$ cat src/rtl/vec_len_sqrt.sv
// Sequential fixed-point square root for the squared-sum path.
// Each CALC cycle retires two radicand bits; one operation is in flight at a time.
module vec_len_sqrt #(
    parameter int N          = 32,
    parameter int FRAC_WIDTH = 30
) (
    input  logic         clk,
    input  logic         reset,
    input  logic         in_valid,
    output logic         in_ready,
    input  logic [N-1:0] sum,
    output logic         out_valid,
    input  logic         out_ready,
    output logic [N-1:0] root,
    output logic         err
);
    localparam int ITER = (N + FRAC_WIDTH) / 2;
    localparam int RW   = N + FRAC_WIDTH;
    localparam int CW   = $clog2(ITER);

    localparam logic [1:0] IDLE = 2'd0;
    localparam logic [1:0] CALC = 2'd1;
    localparam logic [1:0] DONE = 2'd2;

    logic [1:0]      state;
    logic [CW-1:0]   cnt;
    logic [RW-1:0]   rad;
    logic [ITER+1:0] rem;
    logic [ITER-1:0] root_p;
    logic            err_pending;

    logic [ITER+1:0] rem_sh, trial;
    logic            take;

    // rem stays below 2*root_p+1, so dropping its top two bits on the shift loses nothing
    always_comb begin
        rem_sh = {rem[ITER-1:0], rad[RW-1:RW-2]};
        trial  = {root_p, 2'b01};
        take   = (rem_sh >= trial);
    end

    assign in_ready = (state == IDLE);

    always_ff @(posedge clk or posedge reset) begin
        if (reset) begin
            state       <= IDLE;
            cnt         <= '0;
            rad         <= '0;
            rem         <= '0;
            root_p      <= '0;
            err_pending <= 1'b0;
            out_valid   <= 1'b0;
            root        <= '0;
            err         <= 1'b0;
        end else begin
            case (state)
                IDLE: begin
                    if (in_valid) begin
                        state       <= CALC;
                        cnt         <= '0;
                        rem         <= '0;
                        root_p      <= '0;
                        err_pending <= sum[N-1];
                        rad         <= sum[N-1] ? '0 : {1'b0, sum[N-2:0], {FRAC_WIDTH{1'b0}}};
                    end
                end
                CALC: begin
                    rad    <= rad << 2;
                    rem    <= take ? (rem_sh - trial) : rem_sh;
                    root_p <= {root_p[ITER-2:0], take};
                    cnt    <= cnt + 1'b1;
                    if (cnt == CW'(ITER - 1)) begin
                        root      <= {{(N-ITER){1'b0}}, root_p[ITER-2:0], take};
                        err       <= err_pending;
                        out_valid <= 1'b1;
                        state     <= DONE;
                    end
                end
                DONE: begin
                    if (out_ready) begin
                        out_valid <= 1'b0;
                        state     <= IDLE;
                    end
                end
                default: state <= IDLE;
            endcase
        end
    end
endmodule

$ cat config.mk
export PLATFORM = sky130hd
export DESIGN_NAME = vec_len_sqrt
export DESIGN_NICKNAME = d
export VERILOG_FILES = /design/src/rtl/vec_len_sqrt.sv
export SDC_FILE = /design/constraint.sdc
export NUM_CORES = 1
export LEC_CHECK = 0
export BUFFER_PORTS_ARGS = -buffer_cell sky130_fd_sc_hd__buf_2
export CORE_ASPECT_RATIO = 1.2
export CORE_MARGIN = 1
export CORE_UTILIZATION = 48
export CTS_CLUSTER_SIZE = 40
export DETAILED_ROUTE_END_ITERATION = 16
export GPL_TIMING_DRIVEN = 0
export PLACE_DENSITY = 0.69
export REMOVE_ABC_BUFFERS = 1
export SETUP_SLACK_MARGIN = 0.4
export SYNTH_ARGS = -nofsm -noshare
export SYNTH_HDL_FRONTEND = slang
export SYNTH_SLANG_ARGS = --single-unit
$ cat constraint.sdc
create_clock -name clk -period 3.6 [get_ports clk]
set_input_delay 0.18 -clock clk [delete_from_list [all_inputs] [get_ports clk]]
set_output_delay 0.18 -clock clk [all_outputs]
set_load 0.02 [all_outputs]
==> flow_metrics.tcl, run 1 <==
set metrics [dict create \
    outcome "finished, final reports clean" \
    cts_root_buf "clkbuf_16" \
    ctsHtreeMaxLevel 4 \
    synth_mux_area_share_pct 5.09 \
    skew_ns 0.0106 \
    dp_hpwl_mm 12.6 \
    min_path_type "input pin to flop" \
    slew_viol_final 0 \
    worst_pin_slew_ns 0.918 \
    viasPerCell 6.05 \
    nNetsFinal 948 \
    pin_count 71 \
    start_util_pct 49.5 \
    core.rowCount 49 \
    rrSetupSlack_ns 0.47 \
    slew_headroom_pct 38.8 \
    critPathKind "flop to flop" \
    num_antenna_cells 0 \
    p_leak_uw 0.00439 \
    clock-sinks 135 \
    grt_max_degree 91 \
    synth_fa_ha_area_share_pct 5.84 \
    drtIter0Drc 621 \
    synth-simple-area-share_pct 13.9 \
    timing.final.crit_share_pct 86.9 \
    setup.worst_path.start_class "flop" \
    antenna_found_initial 0 \
    clk_pin_slew_worst_paths_ns 0.06 \
    cp_max_fo 7 \
    dr.pass1.iters 7 \
    drv_cap 0 \
    drcViolationCount 0 \
    fp.coreArea_um2 15100 \
    area_delta_synth_final_pct 24.4 \
    worstSkewPairLatency_ns 0.43 \
    fin_tns_setup_ns 0 \
    fin_crit_ns 3.13 \
    ys_seq_area_share_pct 45.0 \
    grt_pass1_wl_mm 32.7 \
    routed_wl_mm 20.1 \
    cp_num_buf_inv 1 \
    worstPathCellList "ha_4, a21o_1, a221oi_4, o2bb2ai_2, or4_4, and4_4, o2111a_2, buf_4, nor3_1, o31ai_1" \
    report.power.total_uw 10900 \
    critPathMaxStageDelay_ns 0.56 \
    cts_made_buffers 17 \
    ir_drop_mv 0.580 \
    synth_edf_count 0 \
    power.density_nw_per_um2 1170 \
    fin_util_pct 61.7 \
    avgSynthCellArea_um2 9.57 \
    yosysWarnings 0 \
    rsz0062_at_grt "false" \
    required_ns 3.88 \
    synthesis.area_um2 7500 \
    grt_overflow_total 0 \
    grt_pass1_vias 6562 \
    arrival_ns 3.41 \
    ys_ff_latch 135 \
    cpMaxStageDelayCell "or4_4" \
    endpoint_kind "flop" \
    n_fill_cell 1247 \
    setup_viol 0 \
    io_buffers 69 \
    synthFlopType "dfrtp_1" \
    async_flop_share_pct 100 \
    ys_types 67 \
    fmax_mhz 320 \
    grt_usage_pct 26.1 \
    antenna_left 0 \
    synth_compound_area_share_pct 21.4 \
    clk_path_buf_depth 2 \
    die_area_um2 16100 \
    wl_per_cell_um 18.4 \
    hold_viol_final 0 \
    synth_top_family_by_area "compound AO/OA/AOI/OAI gates" \
    via_count 6621 \
    die_w_um 116 \
    syn_inst 784 \
    die_h_um 139 \
    layout-drive-gt1-share_pct 22.4 \
    cts_tree "built" \
    gp_congestion 0.885 \
    crit_family "compound AO/OA/AOI/OAI gates" \
    synth-xor-area-share_pct 2.10 \
]
-- registers in the layout (all words and copies together) (netlist names) --
signal	cells
cnt	5
err	1
err_pending	1
out_valid	1
rad	32
rem	31
root	31
root_p	31
state	2
-- per-layer routing --
layer,track usage [%],vias up,part of all wire (%)
met1,31.3,3280,40
met2,44.4,223,52
li1,-,3067,-
met5,0,-,0
met4,12.3,0,3.2
met3,5.07,51,4.4
-- repair_timing --
| item | in CTS | in global routing |
|---|---|---|
| endpoints found under the setup margin | 33 | 33 |
| setup buffers | 12 | 3 |
| gates resized for setup | 14 | 15 |
| hold buffers | 33 | 0 |
| endpoints found under the hold margin | 77 | 0 |
| pin swaps | 6 | 3 |
| gates cloned | 3 | 0 |
-- synth_stat cells (6+ instances only) --
master	count	share of area, %
o311ai_1	13	1.5
nand3_1	9	0.60
dfrtp_1	135	45
o21a_1	6	0.60
nor2b_1	9	0.75
mux2_2	33	5.0
a21oi_1	39	2.6
a222oi_1	29	3.9
nand2b_1	6	0.50
nor3_1	18	1.2
o31ai_1	12	1.2
xnor2_1	10	1.2
a21o_1	10	1.0
ha_1	35	5.8
xor2_1	8	0.93
nand4_1	27	2.3
a211oi_1	6	0.60
inv_1	69	3.5
nor2_1	28	1.4
clkbuf_1	41	2.1
nand2_1	92	4.6
o21ai_0	55	3.7
-- cell usage in the layout, fill, tap and decap left out, drive strengths merged, types with 13 or more instances in the layout --
cell type      n
nor3          19
nand4         27
dfrtp        135
o21ai         55
o311ai        17
inv           69
clkbuf        22
o31ai         13
a21oi         39
ha            35
a222oi        29
nand2         92
nor2          30
mux2          33
dlygate4sd3   33
buf           92
-- per-stage QoR --
stage | hold WS, ns | cells | setup slack [ns] | cell area [um2]
3_5_place_dp | 0.234 | 1011 | -0.397 | 8090
3_3_place_gp | 0.372 | 1003 | -2.77 | 7870
6_report | 0.0169 | 1094 | 0.473 | 9340
2_1_floorplan | 0.269 | 730 | -0.740 | 7270
4_1_cts | 0.00391 | 1091 | 0.435 | 9240
5_1_grt | 0.0277 | 1094 | 0.376 | 9340
-- cell type report --
type                       instances  area [um2]  share of cell area, %
clock buffer                      22         474                   5.08
inverter                          69         264                   2.83
timing repair buffer             125        1010                   10.8
multi-input combinational        529        3830                   41.0
sequential                       135        3380                   36.2
tap                              204         255                   2.73
clock inverter                    10         121                   1.30
-- power breakdown --
group / switching (uW) / internal (uW) / total, uW / leakage (uW)
combinational: 3790 / 2780 / 6570 / 0.00235
sequential: 449 / 2130 / 2570 / 0.00176
clock: 681 / 1080 / 1760 / 0.000279
-- logic make-up (layout without fill, tap and decap cells) --
kind of cell,Yosys count,in the layout
AOI/OAI and AO/OA,223,225
and+or+nand+nor,215,216
DFF,135,135
buffers and inverters,123,226
adders and majority gates,35,35
muxes,34,34
xor gates and xnor gates,18,18
other,1,1
-- worst register-to-register path, stage by stage, from the launching register on --
cell	delay [ns]
dfrtp_2	0.45
ha_4	0.28
a21o_1	0.21
a221oi_4	0.30
o2bb2ai_2	0.11
or4_4	0.56
and4_4	0.24
o2111a_2	0.36
buf_4	0.20
nor3_1	0.18
o31ai_1	0.10
-- path summary, 6_finish.rpt --
kind,from,endpoint,cells past startpoint
worst min register to register,rad[46],rad[46],2
min in group asynchronous,reset,cnt[2],3
worst max register to register,rem[4],rem[22],10
worst min-delay path,sum[26],rad[56],3
max in group asynchronous,reset,rem[23],4
worst max-delay path,rem[4],rem[22],10
(Power assumes the default switching activity.)
==> inputs of run 2 (changes only) <==
Settings changed: PLACE_DENSITY 0.69 to 0.67.
Clock period 3.6 ns to 3.4 ns, I/O delays scaled along.
==> run 2 against run 1 <==
  * Sequential power is 6% higher
  * Clock skew is 0.0024 ns lower
  * Die area stayed put
  * Largest cell class unchanged
  * Highest routed layer unchanged
  * Non-clock buffer count is 13 higher
  * Wire length is 1.0% lower
  * Register-to-register slack better by 0.02 ns
==> flow_metrics.tcl, run 2 (synthesized netlist as in run 1, its figures left out) <==
set metrics [dict create \
    grtUsageMet2_pct 44.6 \
    combinationalPowerShare_pct 61.0 \
    layout-drive-gt1-share_pct 27.4 \
    min_path_type "input pin to flop" \
    setup_viol 0 \
    required_ns 3.71 \
    ctsHtreeMaxLevel 4 \
    clkPwrFrac_pct 16.7 \
    largest_register "rad" \
    antenna_found_initial 0 \
    clk_path_buf_depth 2 \
    grt_overflow_total 0 \
    core.rowCount 49 \
    cp_max_fo 7 \
    final_cell_mix "dfrtp_1, nand2_1, buf_2, inv_1, o21ai_0" \
    wl_per_cell_um 18.0 \
    outcome "finished, final reports clean" \
    largest_reg_flops 32 \
    use_met1_pct 31.0 \
    drtIter0Drc 508 \
    grtUsageMet3_pct 5.20 \
    timing.final.crit_share_pct 85.5 \
    start_util_pct 49.5 \
    power_switching_share_pct 43.5 \
    dp_hpwl_mm 12.3 \
    endpoint_kind "flop" \
    fin_area_um2 9680 \
    p_seq_share_pct 22.3 \
    arrival_ns 3.22 \
    slew_headroom_pct 37.5 \
    hold_ws_ns 0.0551 \
    rsz0062_at_grt "true" \
    power.density_nw_per_um2 1260 \
    slew_viol_final 0 \
    setup.worst_path.start_class "flop" \
    worst_pin_slew_ns 0.936 \
    dr.pass1.iters 6 \
    io_buffers 69 \
    fmax_mhz 344 \
    via_count 6620 \
    grt_pass1_vias 6621 \
    grt-busiest-layer "met2" \
    cts_made_buffers 17 \
    die_w_um 116 \
    clock-sinks 135 \
    hold_viol_final 0 \
    critPathKind "flop to flop" \
    power.switching_uw 5300 \
    gp_congestion 0.875 \
    worstSkewPairLatency_ns 0.43 \
    pin_count 71 \
    drv_cap 0 \
    antenna_left 0 \
    nNetsFinal 960 \
    ir_drop_mv 0.564 \
    num_antenna_cells 0 \
    drcViolationCount 0 \
    layout_commonest_cell "dfrtp_1" \
    cts_root_buf "clkbuf_16" \
    viasPerCell 5.99 \
    report.power.total_uw 12200 \
    rrSetupSlack_ns 0.49 \
    grt_max_degree 79 \
    p_leak_uw 0.00449 \
    fp.coreArea_um2 15100 \
    die_area_um2 16100 \
    p_int_uw 6890 \
    area_delta_synth_final_pct 29.1 \
    routed_wl_mm 19.9 \
    grt_usage_pct 26.1 \
    die_h_um 139 \
    dpl_cell_area_um2 8090 \
    grt_pass1_wl_mm 32.6 \
    cts_tree "built" \
    clk_pin_slew_worst_paths_ns 0.06 \
    skew_ns 0.00827 \
    fin_crit_ns 2.91 \
]
## run 2: power groups by stage
| stage | Sequential (uW) | Clock, uW | Combinational, uW |
|---|---|---|---|
| final | 2720 | 2040 | 7440 |
| after global routing | 2800 | 2140 | 8070 |
| after CTS | 2700 | 2090 | 6850 |
| after detailed placement | 2710 | 0 | 5950 |
| after global placement | 2690 | 0 | 5770 |
| after floorplan | 2670 | 0 | 4460 |
## run 2: layout make-up
type / count / area, um2
sequential: 135 / 3380
fill: 1239 / 5460
clock buffer: 17 / 425
timing repair buffer: 138 / 1160
clock inverter: 14 / 224
multi-input combinational: 528 / 3980
tap: 204 / 255
inverter: 69 / 264
## run 2: final timing paths
check / startpoint / endpoint / depth (start not counted)
min: in_valid / state[0] / 3
max in group asynchronous: reset / root[20] / 4
min in group asynchronous: reset / cnt[1] / 3
min reg2reg: rad[54] / rad[54] / 2
max reg2reg: root_p[4] / rem[17] / 11
max: root_p[4] / rem[17] / 11
## run 2: timing repair
action / CTS / global route
pin swaps: 9 / 10
endpoints found under the setup margin: 33 / 33
gates cloned: 3 / 1
setup buffers: 17 / 9
hold buffers: 34 / 0
gates resized for setup: 34 / 40
hold endpoints to repair: 90 / 0
## run 2: worst max-delay path, cell delays in order, from the launching register on
cell and delay (ns):
dfrtp_1 0.39, inv_2 0.09, ha_4 0.23, a21o_1 0.19, a221oi_4 0.27, o2bb2ai_2 0.10
or4_4 0.44, and4_4 0.23, o2111a_2 0.30, bufbuf_16 0.28, nor3_1 0.18, o31ai_1 0.10
## run 2: per-layer routing
layer	part of all wire (%)	wire length (um)
met5	0	0
met4	3.3	654
met1	41	8160
met3	4.4	869
met2	51	10200
## run 2: through the flow
stage / utilization [%] / setup slack, ns / TNS [ns] / instances
2_1_floorplan: - / -0.940 / -119.26 / 730
3_3_place_gp: 52.0 / -3.13 / -581.98 / 1003
3_5_place_dp: 53.4 / -0.445 / -9.06 / 1010
4_1_cts: 62.3 / 0.403 / 0 / 1095
5_1_grt: 63.9 / 0.368 / 0 / 1105
6_report: 63.9 / 0.493 / 0 / 1105
==> inputs of run 3 (changes only) <==
Settings changed: CORE_UTILIZATION 48 to 35, CTS_CLUSTER_SIZE 40 to 14, PLACE_DENSITY 0.67 to unset.
==> run 3 against run 2 <==
  * Combinational power shrank 3.0%
  * Utilization shrank 18 points
  * Critical path depth is the same
  * Clock power shrank 18%
  * Wire length shrank 0.45%
  * Non-clock buffer count shrank 6
  * Global-route usage shrank 7.2 points
  * Largest cell class unchanged
==> flow_metrics.tcl, run 3 (synthesized netlist as in run 1, its figures left out) <==
set metrics [dict create \
    cts_root_buf "clkbuf_16" \
    min_path_type "input pin to flop" \
    arrival_ns 3.21 \
    slew_viol_final 0 \
    antenna_left 0 \
    grt_usage_pct 18.9 \
    outcome "finished, final reports clean" \
    worstSkewPairLatency_ns 0.43 \
    hold_ws_ns 0.0830 \
    hold_path_depth 3 \
    num_antenna_cells 0 \
    reg2regPathDepth 11 \
    largest_register "rad" \
    p_leak_uw 0.00438 \
    clk_pin_slew_worst_paths_ns 0.06 \
    worst_pin_slew_ns 0.978 \
    timing.final.crit_share_pct 86.8 \
    setup_viol 0 \
    nNetsFinal 954 \
    die_area_um2 22000 \
    endpoint_kind "flop" \
    clock-sinks 135 \
    slew_headroom_pct 34.6 \
    fin_ws_ns 0.449 \
    cts_tree "built" \
    n_fill_cell 1974 \
    drtIter0Drc 524 \
    fmax_mhz 339 \
    largest_reg_flops 32 \
    hold_viol_final 0 \
    fin_area_um2 9540 \
    routed_wl_mm 19.8 \
    start_util_pct 35.8 \
    dr.pass1.iters 10 \
    clk_path_buf_depth 2 \
    antenna_found_initial 0 \
    layout_commonest_cell "dfrtp_1" \
    die_h_um 162 \
    area_delta_synth_final_pct 27.2 \
    gp_congestion 0.859 \
    drcViolationCount 0 \
    fin_tns_setup_ns 0 \
    viasPerCell 5.52 \
    final_cell_mix "dfrtp_1, nand2_1, buf_2, inv_1, o21ai_0" \
    power.density_nw_per_um2 1220 \
    pin_count 71 \
    via_count 6418 \
    rsz0062_at_grt "true" \
    fp.coreArea_um2 21000 \
    core.rowCount 58 \
    critPathKind "flop to flop" \
    grt_pass1_vias 6416 \
    ctsHtreeMaxLevel 4 \
    ir_drop_mv 0.538 \
    fin_crit_ns 2.95 \
    pre_cts_ws_ns -0.524 \
    die_w_um 136 \
    skew_ns 0.0144 \
    cp_max_fo 8 \
    layout-drive-gt1-share_pct 25.5 \
    grt_max_degree 72 \
    required_ns 3.66 \
    drv_cap 0 \
    grt_pass1_wl_mm 32.9 \
    setup.worst_path.start_class "flop" \
    grt_overflow_total 0 \
    dpl_cell_area_um2 8160 \
    io_buffers 69 \
    dp_hpwl_mm 12.3 \
    cts_made_buffers 17 \
    wl_per_cell_um 17.0 \
]
## run 3: worst max-delay path, stage by stage (launching register included)
cell       delay, ns
dfrtp_1         0.39
inv_2           0.10
ha_4            0.23
a21o_1          0.19
a221oi_4        0.28
o2bb2ai_2       0.12
or4_4           0.45
and4_4          0.19
o2111a_2        0.38
nor2_4          0.17
buf_6           0.16
o311ai_1        0.12
## run 3: path summary, 6_finish.rpt
| kind | startpoint | to | slack (ns) |
|---|---|---|---|
| worst max-delay path | root_p[4] | rem[11] | 0.45 |
| worst min-delay path | in_valid | state[0] | 0.08 |
| worst max register to register | root_p[4] | rem[11] | 0.45 |
| worst min register to register | root_p[30] | root_p[30] | 0.49 |
| max in group asynchronous | reset | rem[20] | 2.24 |
| min in group asynchronous | reset | rad[34] | 0.40 |
## run 3: timing repair
action	in CTS	in global routing
setup endpoints to repair	33	33
setup buffers	16	6
cloned	2	0
pin swaps	10	16
resized for setup	31	42
hold endpoints to repair	97	0
hold buffers	34	0
## run 3: layer usage
layer	track usage, %	wire [um]	vias to the layer above
met5	0	0	-
li1	-	-	3064
met4	6.64	407	0
met2	31.3	9760	164
met1	23.9	8740	3161
met3	4.30	901	29
## run 3: cell type report
type / instances / area [um2] / area share, %
clock inverter: 3 / 17.5 / 0.184
sequential: 135 / 3380 / 35.4
clock buffer: 26 / 509 / 5.34
multi-input combinational: 528 / 3990 / 41.8
timing repair buffer: 132 / 1040 / 10.9
tap: 270 / 338 / 3.54
inverter: 69 / 264 / 2.77
## run 3: stage by stage
stage,utilization [%],total power [uW],instances
final,45.5,11600,1163
after CTS,44.4,11100,1157
after global placement,37.9,8530,1069
after detailed placement,38.9,8680,1076
after floorplan,-,7130,730
after global routing,45.5,12500,1163
## run 3: report_power, final
part	internal (uW)	switching, uW
Combinational	3190	4040
Clock	1010	653
Sequential	2250	484
Total	6450	5170
